===== config.mk =====
export PLATFORM = sky130hd
export DESIGN_NAME = lcm_from_gcd
export DESIGN_NICKNAME = d
export VERILOG_FILES = /design/src/rtl/lcm_from_gcd.sv
export SDC_FILE = /design/constraint.sdc
export NUM_CORES = 1
export LEC_CHECK = 0
export CORE_ASPECT_RATIO = 1.75
export CORE_MARGIN = 3
export CORE_UTILIZATION = 45
export CTS_CLUSTER_SIZE = 10
export DETAILED_ROUTE_END_ITERATION = 10
export PLACE_DENSITY = 0.8
export SKIP_CTS_REPAIR_TIMING = 1
export SYNTH_ARGS = -nofsm -noshare
export SYNTH_HDL_FRONTEND = slang
export SYNTH_SLANG_ARGS = --single-unit

===== constraint.sdc =====
create_clock -name clk -period 3.7 [get_ports clk]
set_input_delay 0.555 -clock clk [delete_from_list [all_inputs] [get_ports clk]]
set_output_delay 0.555 -clock clk [all_outputs]
set_load 0.02 [all_outputs]

===== src/rtl/lcm_from_gcd.sv =====
// LCM stage downstream of the GCD block: lcm = (a / gcd) * b.
// The stage runs a restoring divide, then a shift-add multiply, and pulses done with the result.
module lcm_from_gcd #(
   parameter int WIDTH = 16
) (
   input  logic                 clk,
   input  logic                 rst_n,
   input  logic                 start,
   input  logic [WIDTH-1:0]     a,
   input  logic [WIDTH-1:0]     b,
   input  logic                 gcd_done,
   input  logic [WIDTH-1:0]     gcd_in,
   output logic                 done,
   output logic [2*WIDTH-1:0]   lcm,
   output logic                 busy
);

   localparam int CW = $clog2(WIDTH);
   localparam logic [CW-1:0] CNT_TOP = CW'(WIDTH - 1);

   typedef enum logic [2:0] {
      ST_IDLE,
      ST_WAIT_GCD,
      ST_DIV,
      ST_MUL,
      ST_DONE
   } state_t;

   state_t             state;
   logic [WIDTH-1:0]   a_r;
   logic [WIDTH-1:0]   b_r;
   logic [WIDTH-1:0]   g_r;
   logic [WIDTH-1:0]   q;
   logic [WIDTH-1:0]   rem;
   logic [CW-1:0]      cnt;
   logic [2*WIDTH-1:0] acc;

   logic [WIDTH:0]     rem_shift;
   logic [WIDTH:0]     rem_diff;
   logic               rem_ge;
   logic [WIDTH-1:0]   rem_next;
   logic [2*WIDTH-1:0] acc_next;

   // The shifted remainder is kept one bit wider so the compare never loses a carry.
   always_comb begin
      rem_shift = {rem, a_r[cnt]};
      rem_diff  = rem_shift - {1'b0, g_r};
      rem_ge    = (rem_shift >= {1'b0, g_r});
      rem_next  = rem_ge ? rem_diff[WIDTH-1:0] : rem_shift[WIDTH-1:0];
      acc_next  = {acc[2*WIDTH-2:0], 1'b0} + (q[cnt] ? {{WIDTH{1'b0}}, b_r} : {(2*WIDTH){1'b0}});
   end

   always_ff @(posedge clk) begin
      if (!rst_n) begin
         state <= ST_IDLE;
         a_r   <= '0;
         b_r   <= '0;
         g_r   <= '0;
         q     <= '0;
         rem   <= '0;
         cnt   <= '0;
         acc   <= '0;
         lcm   <= '0;
         done  <= 1'b0;
         busy  <= 1'b0;
      end else begin
         done <= 1'b0;
         case (state)
            ST_IDLE: begin
               if (start) begin
                  a_r   <= a;
                  b_r   <= b;
                  busy  <= 1'b1;
                  state <= ST_WAIT_GCD;
               end
            end
            ST_WAIT_GCD: begin
               if (gcd_done) begin
                  g_r <= gcd_in;
                  if (a_r == '0 || b_r == '0 || gcd_in == '0) begin
                     lcm   <= '0;
                     done  <= 1'b1;
                     state <= ST_DONE;
                  end else begin
                     q     <= '0;
                     rem   <= '0;
                     acc   <= '0;
                     cnt   <= CNT_TOP;
                     state <= ST_DIV;
                  end
               end
            end
            // Quotient bits enter at the LSB, so after WIDTH steps q[cnt] walks MSB first in MUL.
            ST_DIV: begin
               rem <= rem_next;
               q   <= {q[WIDTH-2:0], rem_ge};
               cnt <= cnt - 1'b1;
               if (cnt == '0) begin
                  cnt   <= CNT_TOP;
                  state <= ST_MUL;
               end
            end
            ST_MUL: begin
               acc <= acc_next;
               cnt <= cnt - 1'b1;
               if (cnt == '0) begin
                  lcm   <= acc_next;
                  done  <= 1'b1;
                  state <= ST_DONE;
               end
            end
            ST_DONE: begin
               busy  <= 1'b0;
               state <= ST_IDLE;
            end
            default: begin
               busy  <= 1'b0;
               state <= ST_IDLE;
            end
         endcase
      end
   end

endmodule


; ---- Word level (Yosys, flattened, before mapping)
; Index checks and enable logic that the tools add are counted.
[totals]
wordCells = 78
reg_bits = 152
output_inout_bits = 34
inputBits = 52
[op_classes]
n_reduce_logical = 19
add_sub_neg = 3
muxes = 33
bitwise_logic = 1
magnitude_cmp = 2
n_eq_ne = 9
[op_table]
columns = op, n
row1 = $mux 32, 3
row2 = $mux 16, 4
row3 = $pmux 16 s2, 2
row4 = $pmux 32 s2, 1
row5 = $mux 31, 2
row6 = $pmux 31 s2, 1
row7 = $logic_not 16->1, 3
row8 = $add 32x16->32, 1
row9 = $ge 17x16->1, 1
row10 = $sub 16x16->16, 1
row11 = $mux 3, 5
row12 = $mux 4, 3
row13 = $ne 2x2->1 const B, 6
row14 = $pmux 3 s4, 1
row15 = $pmux 4 s3, 1
row16 = $reduce_and 3->1, 3
row17 = $bmux 1 s4, 2
row18 = $reduce_and 4->1, 2
row19 = $eq 3x2->1 const B, 2
row20 = $mux 1, 6
row21 = $reduce_and 2->1, 3
row22 = $lt 4x5->1 const B, 1
row23 = $logic_not 4->1, 1
row24 = $pmux 1 s2, 2
row25 = other kinds (8), 10

; ---- Longest topological paths before layout
[depth]
ltp_word = 6
depth_mapped = 16
mapped_depth_nobuf = 15

; ---- Worst setup path after synthesis
; OpenSTA, ideal clock, no wires.
[synth_timing]
path_type = flip-flop to flip-flop
start = register cnt[1]
end = register lcm[29]
setup_ps = 128
path_stages_with_launch = 17
synth_period_minus_slack_ps = 3692
t_required_ps = 3572
slack_ps = 8
path_buffers = 1
arrival_time_ps = 3564
path_cell_list = dfxtp_1 -> clkbuf_1 -> mux4_2 -> nor2b_1 -> a211oi_1 -> a31oi_1 -> and2_1 -> ha_1 -> fa_1 -> a211oi_1 -> o21ai_2 -> a31oi_4 -> a21boi_2 -> a22o_2 -> and3_1 -> xnor2_1 -> o21ai_0
[synth_between]
elab_chain_cells = 6
elab_cells_between_ends = 9
cone_classes = add/sub: 1 / eq/ne: 1 / mux: 5 / reduce/logical: 2
[synth_rtl]
columns = element, line_no
row1 = start: declaration, 35  ; logic [CW-1:0] cnt;
row2 = start signal: assignment, 97  ; cnt <= cnt - 1'b1;
row3 = start signal: assignment, 105  ; cnt <= cnt - 1'b1;
row4 = $bmux 1 s4, 50  ; acc_next = {acc[2*WIDTH-2:0], 1'b0} + (q[cnt] ? {{WIDTH{1'b0}}, b_r} : {(2*WIDTH){1'b0}});
row5 = $mux 1 (not written as such), 50
row6 = $mux 16, 50
row7 = $add 32x16->32, 50
row8 = $mux 32, 106  ; if (cnt == '0) begin
row9 = $pmux 32 s2, 68  ; case (state)
row10 = end signal: assignment, 107  ; lcm <= acc_next;
row11 = end: declaration, 14  ; output logic [2*WIDTH-1:0] lcm,
; Parallel ways exist; a longest one is shown, timed or not. The select of a mux whose other input is x is not followed.
; A chain may end at the register's enable or synchronous reset.

; ---- Worst setup path in the final report
[layout_timing]
start = register cnt[0]
end = register lcm[16]
; Same word-level chain as after synthesis.

==> impl_metrics.ini <==
[timing]
fin_skew_ns = 0.0127
hold_slack_ns = 0.449
fmax_ghz = 0.276
slew_headroom_pct = 32.7
setup_violations = 0
hold_viol = 0
min_period_ns = 3.62
worst_slew_pin_slew_ns = 1.01
final-max-slew-violation-count = 0
rsz0062_at_grt = true
finalCritPeriodShare_pct = 97.8

[final_layout]
final_nets = 1121
drive_gt1_share_pct = 12.5
final_design_area_no_fill_um2 = 9720
layout_common_cells = 198 x nand2_1, 151 x dfxtp_1, 99 x a21oi_1
n_antenna_cell = 0
final_common_cell = nand2_1
areaGrowthSynthToFinish_pct = 27.6

[worst_setup_path]
path_class = reg -> reg
startpoint_type = flop
r2r_start = cnt[0]$_SDFFE_PN0P_
cp_max_fo = 8
reg2reg_depth = 15
cp.required_ns = 4.06
rrSetupSlack_ns = 0.08
worstPathArrival_ns = 3.98
cp-end-kind = flop
timing.rr.end = lcm[16]$_SDFFE_PN0P_

[routing]
vias_per_cell = 5.59
firstDrtPassIters = 4
drtIter0Drc = 315
wl_um = 19500
wl_per_cell_um = 15.4
vias = 7114
ant_nets = 0
drc_errors = 0

[synthesis]
ys_ff_latch = 152
synth_edf_count = 0
synth-seq-area-share_pct = 39.9
ys_warn_count = 0
synth_area_leader_cell = dfxtp_1
netlist.area_leader.share_pct = 39.9
synth_cell_types = 67
yosys-top-cells-area = dfxtp_1 40%, nand2_1 9.8%, a21oi_1 6.6%, ha_1 5.3%, o21ai_0 3.4%
ys_async_sr_fraction_pct = 0
syn_area_per_cell_um2 = 8.18
syn_nets = 1017
syn_area_um2 = 7620
synth_cells = 931
synth-main-ff-cell = dfxtp_1

[grt]
antenna_found_initial = 0
grt_max_degree = 53
track_usage_pct = 20.6
grt_pass1_wl_um = 31600
first_global_vias = 6812
grt.overflow.total = 0

[hold_path]
worstHoldStart = lcm[22]$_SDFFE_PN0P_
min_to = lcm[22]$_SDFFE_PN0P_
holdPathStages = 2
holdCritPathClass = reg -> reg

[clock_network]
cts_root_buf = clkbuf_16
tritoncts = done
insertion_delay_ns = 0.43
cts-htree-levels = 4
cts_made_buffers = 17
clock_sinks = 152
clkTransAtPathRegs_ns = 0.07
cts_buffer_depth = 2

[die]
die_area_um2 = 18600
core_um2 = 16500
initial_core_util_pct = 46.1
die_y_um = 178
ios = 86
die_x_um = 104
fp-row-count = 62

[outcome]
outcome = finished, final reports clean

[placed_design]
dp_hpwl_um = 13500
routabilityCongestion = 0.917
placed_area_um2 = 8860
io_buffers = 85

[run]
maxCapViolations = 0

[pwr]
leakage_uw = 0.00368
powerDensity_nw_per_um2 = 494
ir_worst_vdd_v = 0.000357
-- registers in the layout, indices dropped and copies added, names as in the netlist, 3 cells and up --
| register | cells |
|---|---|
| a_r | 16 |
| acc | 31 |
| b_r | 16 |
| cnt | 4 |
| g_r | 16 |
| lcm | 32 |
| q | 16 |
| rem | 16 |
| state | 3 |
-- metal layers --
layer,routed length [um],global-route usage [%]
met1,7670,22.3
met2,10200,38.3
met3,803,2.75
met4,856,11.9
met5,0,0
-- cell families (layout without fill, tap and decap cells) --
group | count (synthesis) | after routing | share of synthesized area, %
AOI/OAI and AO/OA | 240 | 240 | 19.8
xor gates and xnor gates | 35 | 35 | 4.02
adders and majority gates | 34 | 34 | 5.78
buffers and inverters | 69 | 186 | 3.74
DFF | 152 | 152 | 39.9
muxes | 25 | 25 | 4.61
and+or+nand+nor | 376 | 376 | 22.1
-- Yosys cell counts, drive strengths merged, types with 8 or more instances --
cell type / n
nand2b: 10
o21ai: 59
xor2: 25
a31oi: 8
clkbuf: 33
a21oi: 100
a211oi: 11
o21a: 10
o211ai: 8
and3: 10
nand2: 199
xnor2: 10
nor3: 9
dfxtp: 152
mux2i: 16
mux4: 8
and2: 22
buf: 15
a22o: 12
nor2b: 8
nor4: 12
nand3: 32
a21o: 8
inv: 21
nor2: 56
ha: 32
-- critical path: stages, from the launching register on --
cell	delay, ns
dfxtp_4	0.38
mux4_2	0.50
nor2b_4	0.15
a211oi_4	0.20
a31oi_4	0.09
buf_6	0.19
and2_4	0.16
ha_4	0.28
o21ai_2	0.06
nor2_2	0.15
o31a_4	0.18
o21ai_4	0.08
a211oi_4	0.44
nor2_2	0.08
or4_1	0.52
nand3_1	0.08
-- cell type report --
cell class / count / area, um2
multi-input cells: 710 / 4450
inverters: 21 / 78.8
repair buffers: 133 / 1230
flip-flops and latches: 152 / 3050
fillers: 1418 / 6810
clock inverters: 15 / 205
well taps: 224 / 280
clock buffers: 17 / 425
-- through the flow --
stage	utilization (%)	power, uW	cells	setup slack (ns)	setup TNS [ns]
floorplan	-	2600	931	0.00785	0
global placement	53.6	2880	1232	-0.175	-2.12
detailed placement	53.6	2910	1232	-0.268	-5.49
CTS	57.5	4770	1264	-0.357	-7.66
global route	58.8	5000	1272	-0.0522	-0.398
finish	58.8	4800	1272	0.0817	0
-- how the worst max path moves through the flow --
stage / startpoint / end / slack, ns / cells past startpoint
global placement: cnt[0]$_SDFFE_PN0P_ / acc[17]$_SDFFE_PN0P_ / -0.17 / 15
CTS: cnt[0]$_SDFFE_PN0P_ / lcm[29]$_SDFFE_PN0P_ / -0.36 / 15
finish: cnt[0]$_SDFFE_PN0P_ / lcm[16]$_SDFFE_PN0P_ / 0.08 / 15
detailed placement: cnt[0]$_SDFFE_PN0P_ / acc[29]$_SDFFE_PN0P_ / -0.27 / 15
global route: cnt[0]$_SDFFE_PN0P_ / lcm[16]$_SDFFE_PN0P_ / -0.05 / 15
floorplan: cnt[1]$_SDFFE_PN0P_ / lcm[29]$_SDFFE_PN0P_ / 0.008 / 16
-- where the power goes --
group | internal, uW | switching [uW]
Combinational | 516 | 631
Sequential | 1710 | 73.7
Clock | 1100 | 773
Total | 3320 | 1480
Note: power is estimated with default switching activity, not from simulation.
